### config.mk
export PLATFORM = sky130hd
export DESIGN_NAME = program_loader
export DESIGN_NICKNAME = d
export VERILOG_FILES = /design/src/rtl/program_loader_pkg.sv /design/src/rtl/program_loader_byte_word_assembler.sv /design/src/rtl/program_loader.sv
export SDC_FILE = /design/constraint.sdc
export NUM_CORES = 1
export LEC_CHECK = 0
export BUFFER_PORTS_ARGS = -buffer_cell sky130_fd_sc_hd__buf_2
export CAP_MARGIN = 10
export CORE_ASPECT_RATIO = 0.9
export CORE_MARGIN = 5
export CORE_UTILIZATION = 55
export DETAILED_ROUTE_END_ITERATION = 8
export PLACE_DENSITY = 0.77
export REMOVE_ABC_BUFFERS = 1
export SKIP_LAST_GASP = 1
export SYNTH_ARGS = -nofsm -noshare
export SYNTH_HDL_FRONTEND = slang
export SYNTH_HIERARCHICAL = 1
export SYNTH_SLANG_ARGS = --single-unit
### constraint.sdc
create_clock -name i_clock -period 2.28 [get_ports i_clock]
set_clock_uncertainty 0.05 [all_clocks]
set_input_delay 0.456 -clock i_clock [delete_from_list [all_inputs] [get_ports i_clock]]
set_output_delay 0.456 -clock i_clock [all_outputs]
set_load 0.01 [all_outputs]
### src/rtl/program_loader_pkg.sv
// Shared constants, state encoding and sizes for the program loader.
// Optional checksum stage is enabled with PROGRAM_LOADER_CHECKSUM_EN.
package program_loader_pkg;

    localparam int NB_BYTE          = 8;
    localparam int NB_DATA          = 32;
    localparam int N_INSTRUCTIONS   = 32;
    localparam int NB_ADDRESS       = 7;
    localparam int NB_COUNT         = NB_ADDRESS + 1;
    localparam int N_BYTE_REGISTERS = N_INSTRUCTIONS * 4;

    localparam logic [NB_DATA-1:0] HALT_WORD = 32'h4000_0000;

    typedef enum logic [2:0] {
        ST_IDLE,
        ST_LOAD,
        ST_CHECKSUM,
        ST_DONE,
        ST_ERROR
    } state_e;

endpackage

### src/rtl/program_loader_byte_word_assembler.sv
// Rebuilds big-endian words from the byte stream and flags the halt word
// combinationally on the byte that completes it.
import program_loader_pkg::*;

module byte_word_assembler (
    input  logic               i_clock,
    input  logic               i_reset,
    input  logic               i_clear,
    input  logic               i_shift,
    input  logic [NB_BYTE-1:0] i_byte,
    output logic               o_word_done,
    output logic               o_halt
);

    // Only the three earlier bytes are stored; the fourth is the live input.
    logic [NB_DATA-NB_BYTE-1:0] shift_q;
    logic [1:0]                 idx_q;
    logic [NB_DATA-1:0]         word;

    assign word        = {shift_q, i_byte};
    assign o_word_done = i_shift && (idx_q == 2'd3);
    assign o_halt      = o_word_done && (word == HALT_WORD);

    always_ff @(posedge i_clock) begin
        if (i_reset || i_clear) begin
            shift_q <= '0;
            idx_q   <= '0;
        end else if (i_shift) begin
            shift_q <= {shift_q[NB_DATA-2*NB_BYTE-1:0], i_byte};
            idx_q   <= idx_q + 2'd1;
        end
    end

endmodule

### src/rtl/program_loader.sv
// Replays a received byte stream as memory write pulses until halt.
// PROGRAM_LOADER_CHECKSUM_EN adds a trailing XOR checksum byte check.
import program_loader_pkg::*;

module program_loader (
    input  logic                i_clock,
    input  logic                i_reset,
    input  logic                i_start,
    input  logic [NB_BYTE-1:0]  i_rx_data,
    input  logic                i_rx_valid,
    output logic [NB_BYTE-1:0]  o_write_data,
    output logic                o_write_enable,
    output logic [NB_COUNT-1:0] o_byte_count,
    output logic                o_loading,
    output logic                o_load_done,
    output logic                o_load_error
);

    state_e              state_q;
    logic [NB_BYTE-1:0]  data_q;
    logic                we_q;
    logic [NB_COUNT-1:0] count_q;
    logic [NB_COUNT-1:0] count_d;
    logic                loading_q;
    logic                done_q;
    logic                error_q;
    logic                shift_en;
    logic                clear;
    logic                word_done;
    logic                halt;
    logic                last_byte;
`ifdef PROGRAM_LOADER_CHECKSUM_EN
    logic [NB_BYTE-1:0]  xor_q;
`endif

    assign shift_en  = (state_q == ST_LOAD) && i_rx_valid;
    assign clear     = (state_q == ST_IDLE) && i_start;
    assign count_d   = count_q + NB_COUNT'(1);
    // Capacity always ends on a word boundary, so gate on the strobe.
    assign last_byte = word_done &&
                       (count_q == NB_COUNT'(N_BYTE_REGISTERS - 1));

    byte_word_assembler u_asm (
        .i_clock     (i_clock),
        .i_reset     (i_reset),
        .i_clear     (clear),
        .i_shift     (shift_en),
        .i_byte      (i_rx_data),
        .o_word_done (word_done),
        .o_halt      (halt)
    );

    always_ff @(posedge i_clock) begin
        if (i_reset) begin
            state_q   <= ST_IDLE;
            data_q    <= '0;
            we_q      <= 1'b0;
            count_q   <= '0;
            loading_q <= 1'b0;
            done_q    <= 1'b0;
            error_q   <= 1'b0;
`ifdef PROGRAM_LOADER_CHECKSUM_EN
            xor_q     <= '0;
`endif
        end else begin
            we_q <= 1'b0;
            unique case (state_q)
                ST_IDLE: begin
                    if (i_start) begin
                        state_q   <= ST_LOAD;
                        count_q   <= '0;
                        loading_q <= 1'b1;
`ifdef PROGRAM_LOADER_CHECKSUM_EN
                        xor_q     <= '0;
`endif
                    end
                end
                ST_LOAD: begin
                    if (i_rx_valid) begin
                        data_q  <= i_rx_data;
                        we_q    <= 1'b1;
                        count_q <= count_d;
`ifdef PROGRAM_LOADER_CHECKSUM_EN
                        xor_q   <= xor_q ^ i_rx_data;
`endif
                        if (halt) begin
`ifdef PROGRAM_LOADER_CHECKSUM_EN
                            state_q   <= ST_CHECKSUM;
`else
                            state_q   <= ST_DONE;
                            loading_q <= 1'b0;
                            done_q    <= 1'b1;
`endif
                        end else if (last_byte) begin
                            state_q   <= ST_ERROR;
                            loading_q <= 1'b0;
                            error_q   <= 1'b1;
                        end
                    end
                end
`ifdef PROGRAM_LOADER_CHECKSUM_EN
                ST_CHECKSUM: begin
                    if (i_rx_valid) begin
                        loading_q <= 1'b0;
                        if (i_rx_data == xor_q) begin
                            state_q <= ST_DONE;
                            done_q  <= 1'b1;
                        end else begin
                            state_q <= ST_ERROR;
                            error_q <= 1'b1;
                        end
                    end
                end
`endif
                default: begin
                end
            endcase
        end
    end

    assign o_write_data   = data_q;
    assign o_write_enable = we_q;
    assign o_byte_count   = count_q;
    assign o_loading      = loading_q;
    assign o_load_done    = done_q;
    assign o_load_error   = error_q;

endmodule

# After elaboration in Yosys (flattened, before gate mapping)
# Index checks and enable logic that the tools add are counted.
# W data, S select, Z words.
[word_totals] register_bits=49 out_inout_bits=20 wordCells=48
[op_classes] add_sub_neg=2 eq_ne=7 n_mux=14 bitwise=2 reduce_logical=14
[op_table] op="$eq A32 B31 Y1 const B" count=1
[op_table] op="$mux W8" count=2
[op_table] op="$pmux W8 S2" count=1
[op_table] op="$mux W3" count=4
[op_table] op="$add A8 B1 Y8 const B" count=1
[op_table] op="$eq A8 B7 Y1 const B" count=1
[op_table] op="$reduce_and A4 Y1" count=2
[op_table] op="$pmux W3 S2" count=1
[op_table] op="$reduce_and A3 Y1" count=2
[op_table] op="$logic_and A1 B1 Y1" count=5
[op_table] op="$mux W1" count=5
[op_table] op="$ne A2 B2 Y1 const B" count=2
[op_table] op="$eq A3 B1 Y1 const B" count=1
[op_table] op="$logic_not A3 Y1" count=1
[op_table] op="$ne A3 B3 Y1 const B" count=1
[op_table] op="$add A2 B1 Y2 const B" count=1
[op_table] op="$eq A2 B2 Y1 const B" count=1
[op_table] op="$not A1 Y1" count=2
[op_table] op="$pmux W1 S2" count=1
[op_table] op="$reduce_and A2 Y1" count=1
[op_table] op="$reduce_bool A2 Y1" count=1
[op_table] op="$reduce_or A2 Y1" count=1
[op_table] op="$logic_or A1 B1 Y1" count=1

# Logic depth before layout (Yosys ltp)
[logic_depth] word_depth=8 mapped_depth=9 ltp_nobuf=7

# Modules after synthesis
# Netlist, hierarchy kept.
[modules_own_cells] module="byte_word_assembler" instances=1 cells_each=99 area_each_um2=1072.3 seq_area_each_um2=520.5
[modules_own_cells] module="program_loader" instances=1 cells_each=107 area_each_um2=974.7 seq_area_each_um2=460.4

# Worst setup path before layout
# Ideal clock, no wire load.
[synth_timing] path_type="input to register" start="input i_rx_valid" end="register error_q, in the netlist o_load_error" setup_time_ps=115 t_arrival_ps=1882 required_time_ps=2115 setup_slack_ps=232 path_stages=9 path_buffers=2 path_cell_list="nand4bb_1 inv_1 clkbuf_1 buf_6 and2_1 nand2_1 nor3_2 nor4_2 o21ba_2"
[synth_via] elab_chain_cells=5 elab_cells_between_ends=6
[synth_rtl] element="from (decl)" line_no="program_loader.sv:10" source="input logic i_rx_valid,"
[synth_rtl] element="$logic_and A1 B1 Y1" line_no="program_loader.sv:36" source="assign shift_en = (state_q == ST_LOAD) && i_rx_valid;"
[synth_rtl] element="net shift_en" line_no="program_loader.sv:27" source="logic shift_en;"
[synth_rtl] element="$logic_and A1 B1 Y1" line_no="program_loader_byte_word_assembler.sv:21" source="assign o_word_done = i_shift && (idx_q == 2'd3);"
[synth_rtl] element="net word_done" line_no="program_loader.sv:29" source="logic word_done;"
[synth_rtl] element="$logic_and A1 B1 Y1" line_no="program_loader_byte_word_assembler.sv:22" source="assign o_halt = o_word_done && (word == HALT_WORD);"
[synth_rtl] element="net halt" line_no="program_loader.sv:30" source="logic halt;"
[synth_rtl] element="$not A1 Y1 (no source line)"
[synth_rtl] element="$reduce_and A4 Y1 (no source line)"
[synth_rtl] element="to (signal assigned)" line_no="program_loader.sv:61" source="error_q <= 1'b0;"
[synth_rtl] element="to (signal assigned)" line_no="program_loader.sv:97" source="error_q <= 1'b1;"
[synth_rtl] element="to (decl)" line_no="program_loader.sv:26" source="logic error_q;"
# The timed path passes the listed nets, and every way through them passes these cells.
# A chain may end at the register's enable or synchronous reset.

# Worst setup path in the final report
[layout_timing] start="register count_q[0], in the netlist o_byte_count[0]" end="register count_q[4], in the netlist o_byte_count[4]"
[layout_via] elab_chain_cells=3
[layout_rtl] element="from (decl)" line_no="program_loader.sv:22" source="logic [NB_COUNT-1:0] count_q;"
[layout_rtl] element="from (signal assigned)" line_no="program_loader.sv:82" source="count_q <= count_d;"
[layout_rtl] element="$add A8 B1 Y8" line_no="program_loader.sv:38" source="assign count_d = count_q + NB_COUNT'(1);"
[layout_rtl] element="$mux W8" line_no="program_loader.sv:79" source="if (i_rx_valid) begin"
[layout_rtl] element="$pmux W8 S2" line_no="program_loader.sv:67" source="unique case (state_q)"
# No other way between the ends. The select of a mux whose other input is x is not followed.

==> impl_results.md <==
- Die height: 67.9 um
- Drt initial violations: 168
- Worst path required time: 2480 ps
- Buffers on Ports: 31
- H-tree Lvls: 2
- Post-synth EDFFs: 0
- Latest clock arrival within the worst-skew pair: 310 ps
- Fillcell total: 320
- Chip width: 74.3 um
- Slew @ Worst Pin: 739 ps
- HP Class: in2reg
- Antenna violations before repair: 0
- Gr ovfl total: 0
- Num CTS Buffers: 5
- Overall routing resource usage: 0.170
- Routed vias: 1537
- CTS tree: built
- Post-synth ARST share: 0
- Post-Route Setup TNS: 0 ps
- Endpoints failing setup: 0
- Placed inst area: 2180 sq um
- CP Capture Type: flip-flop
- RSZ-0062 raised after global routing: false
- Initial Util: 0.560
- Die ar.: 5040 sq um
- CP Class: reg2reg
- Fin. Hold Viols: 0
- Largest net degree at the start of global routing: 39
- Vias per std cell: 5.45
- WL final: 4.01 mm
- Crit path DAT: 1970 ps
- Commonest non-fill, non-tap cell in the layout: dfxtp_1
- Worst-path fanout max: 6
- Cells after DPL: 274
- Power density over the cells: 712 nW/um^2
- DRT Pass-1 Iters: 4
- Vias in the first global route: 1347
- Nets: 249
- Setup WS pre-CTS: 431 ps
- Core box area: 3650 sq um
- Status: finished clean
- DP HPWL: 2.77 mm
- I/O pin count: 32
- First-pass GRT wire length: 6.40 mm
- Post-Layout Cell Count: 282
- Post-Syn Instances: 206
- Row Count: 21
- Post_cts resized: 0
- Antenna Cells: 0
- Hold Buf Count CTS: 0
- Clk sinks: 49
- Reg clk slew, reported paths: 90 ps
- Period utilization: 0.773
- Max_cap viols: 0
- Top FF cell, synth: dfxtp_1
- Type of origin of the critical path: flip-flop
- Maximum vdd drop: 0.000391 V
- Fraction of layout cells with a size suffix above 1: 0.242
- Clk buf depth: 2
- Leak: 0.876 nW
- Fmax: 568 MHz
- Pwr Total: 1.63 mW
- Root Buffer: clkbuf_8
- Postcts setup bufs: 0
- Synth Register Bits: 49
- Yosys cell types: 39
- Final Cell Area: 2290 sq um
- DRC viols: 0
- Final count of pins violating max slew: 0
- Average wire per standard cell: 14.2 um
- Yosys warns: 6
- Final WS setup: 519 ps
- Area growth, synth to finish: 12.0%
- Synthesized area per cell: 9.94 sq um
- Final Hold Slack: 347 ps
- Most frequent cells in the layout: dfxtp_1, nor2_1, buf_2, mux2i_1, nand2_1
- Worst slew margin: 0.493
- Min cycle time layout: 1760 ps
- Synthesized area: 2050 sq um
- GPL Wtd Cong: 0.777
- Final core utilization: 0.628
- Antenna viol nets, final: 0
- Sequential share of the synthesized area: 0.479
==> power breakdown <==
part	switching [mW]	internal [mW]	total, mW
Clock	0.301	0.328	0.629
Sequential	0.0115	0.871	0.882
Combinational	0.0705	0.0491	0.120
Total	0.383	1.25	1.63
==> layer usage <==
| metal | up-vias | track usage | wire (um) | share of wire |
|---|---|---|---|---|
| met5 | - | 0 | 0 | 0 |
| met4 | 0 | 0.0867 | 63 | 0.016 |
| met3 | 7 | 0.0396 | 197 | 0.049 |
| li1 | 786 | - | - | - |
| met1 | 711 | 0.241 | 1980 | 0.49 |
| met2 | 33 | 0.238 | 1770 | 0.44 |
==> worst paths after layout <==
kind / cells after the start / slack (ps) / startpoint / to
max: 4 / 520 / o_byte_count[0]$_SDFFE_PP0P_ / o_byte_count[4]$_SDFFE_PP0P_
min: 3 / 350 / i_rx_data[2] / o_write_data[2]$_SDFFE_PP0P_
max reg2reg: 4 / 520 / o_byte_count[0]$_SDFFE_PP0P_ / o_byte_count[4]$_SDFFE_PP0P_
min reg2reg: 2 / 410 / o_write_data[7]$_SDFFE_PP0P_ / o_write_data[7]$_SDFFE_PP0P_
==> worst max-delay path: stages (launching register included) <==
cell and delay, ps:
dfxtp_1 390, ha_1 200, or3b_4 420, or4_4 490
a21oi_2 140
==> cells by family (layout without fill, tap and decap cells) <==
logic type                 count (synthesis)  count (layout)  share of synthesized area
xor gates and xnor gates                   2               2                    0.00856
adders and majority gates                  2               2                     0.0122
AOI/OAI and AO/OA                         25              25                     0.0746
muxes                                     28              28                      0.137
buffers and inverters                     15              45                     0.0568
and+or+nand+nor                           85              85                      0.232
DFF                                       49              49                      0.479
==> cell usage after synthesis, types with 3 or more instances <==
master,instances,share of area
nand2_1,19,0.035
nor4_2,5,0.031
o31ai_1,3,0.011
inv_1,3,0.0055
mux2i_1,28,0.14
nand4_1,4,0.012
nor4_1,5,0.015
buf_6,6,0.033
dfxtp_1,49,0.48
a21oi_1,15,0.037
nor2_1,31,0.057
clkbuf_1,3,0.0055
==> state kept, by name, summed over array words and instances (netlist names) <==
name and cells:
o_byte_count 8, o_load_done 1, o_load_error 1, o_loading 1, o_write_data 8, o_write_enable 1, state_q 3, u_asm/idx_q 2
u_asm/shift_q 24
==> final cells by class <==
| cell class | count | area (sq um) | share of cell area |
|---|---|---|---|
| Sequential cell | 49 | 981 | 0.428 |
| Multi-Input combinational cell | 142 | 950 | 0.414 |
| Timing Repair Buffer | 34 | 178 | 0.0775 |
| Clock buffer | 5 | 68.8 | 0.0300 |
| Tap cell | 46 | 57.6 | 0.0251 |
| Clock inverter | 3 | 46.3 | 0.0202 |
| Inverter | 3 | 11.3 | 0.00491 |
Note: power is estimated with default switching activity, not from simulation.
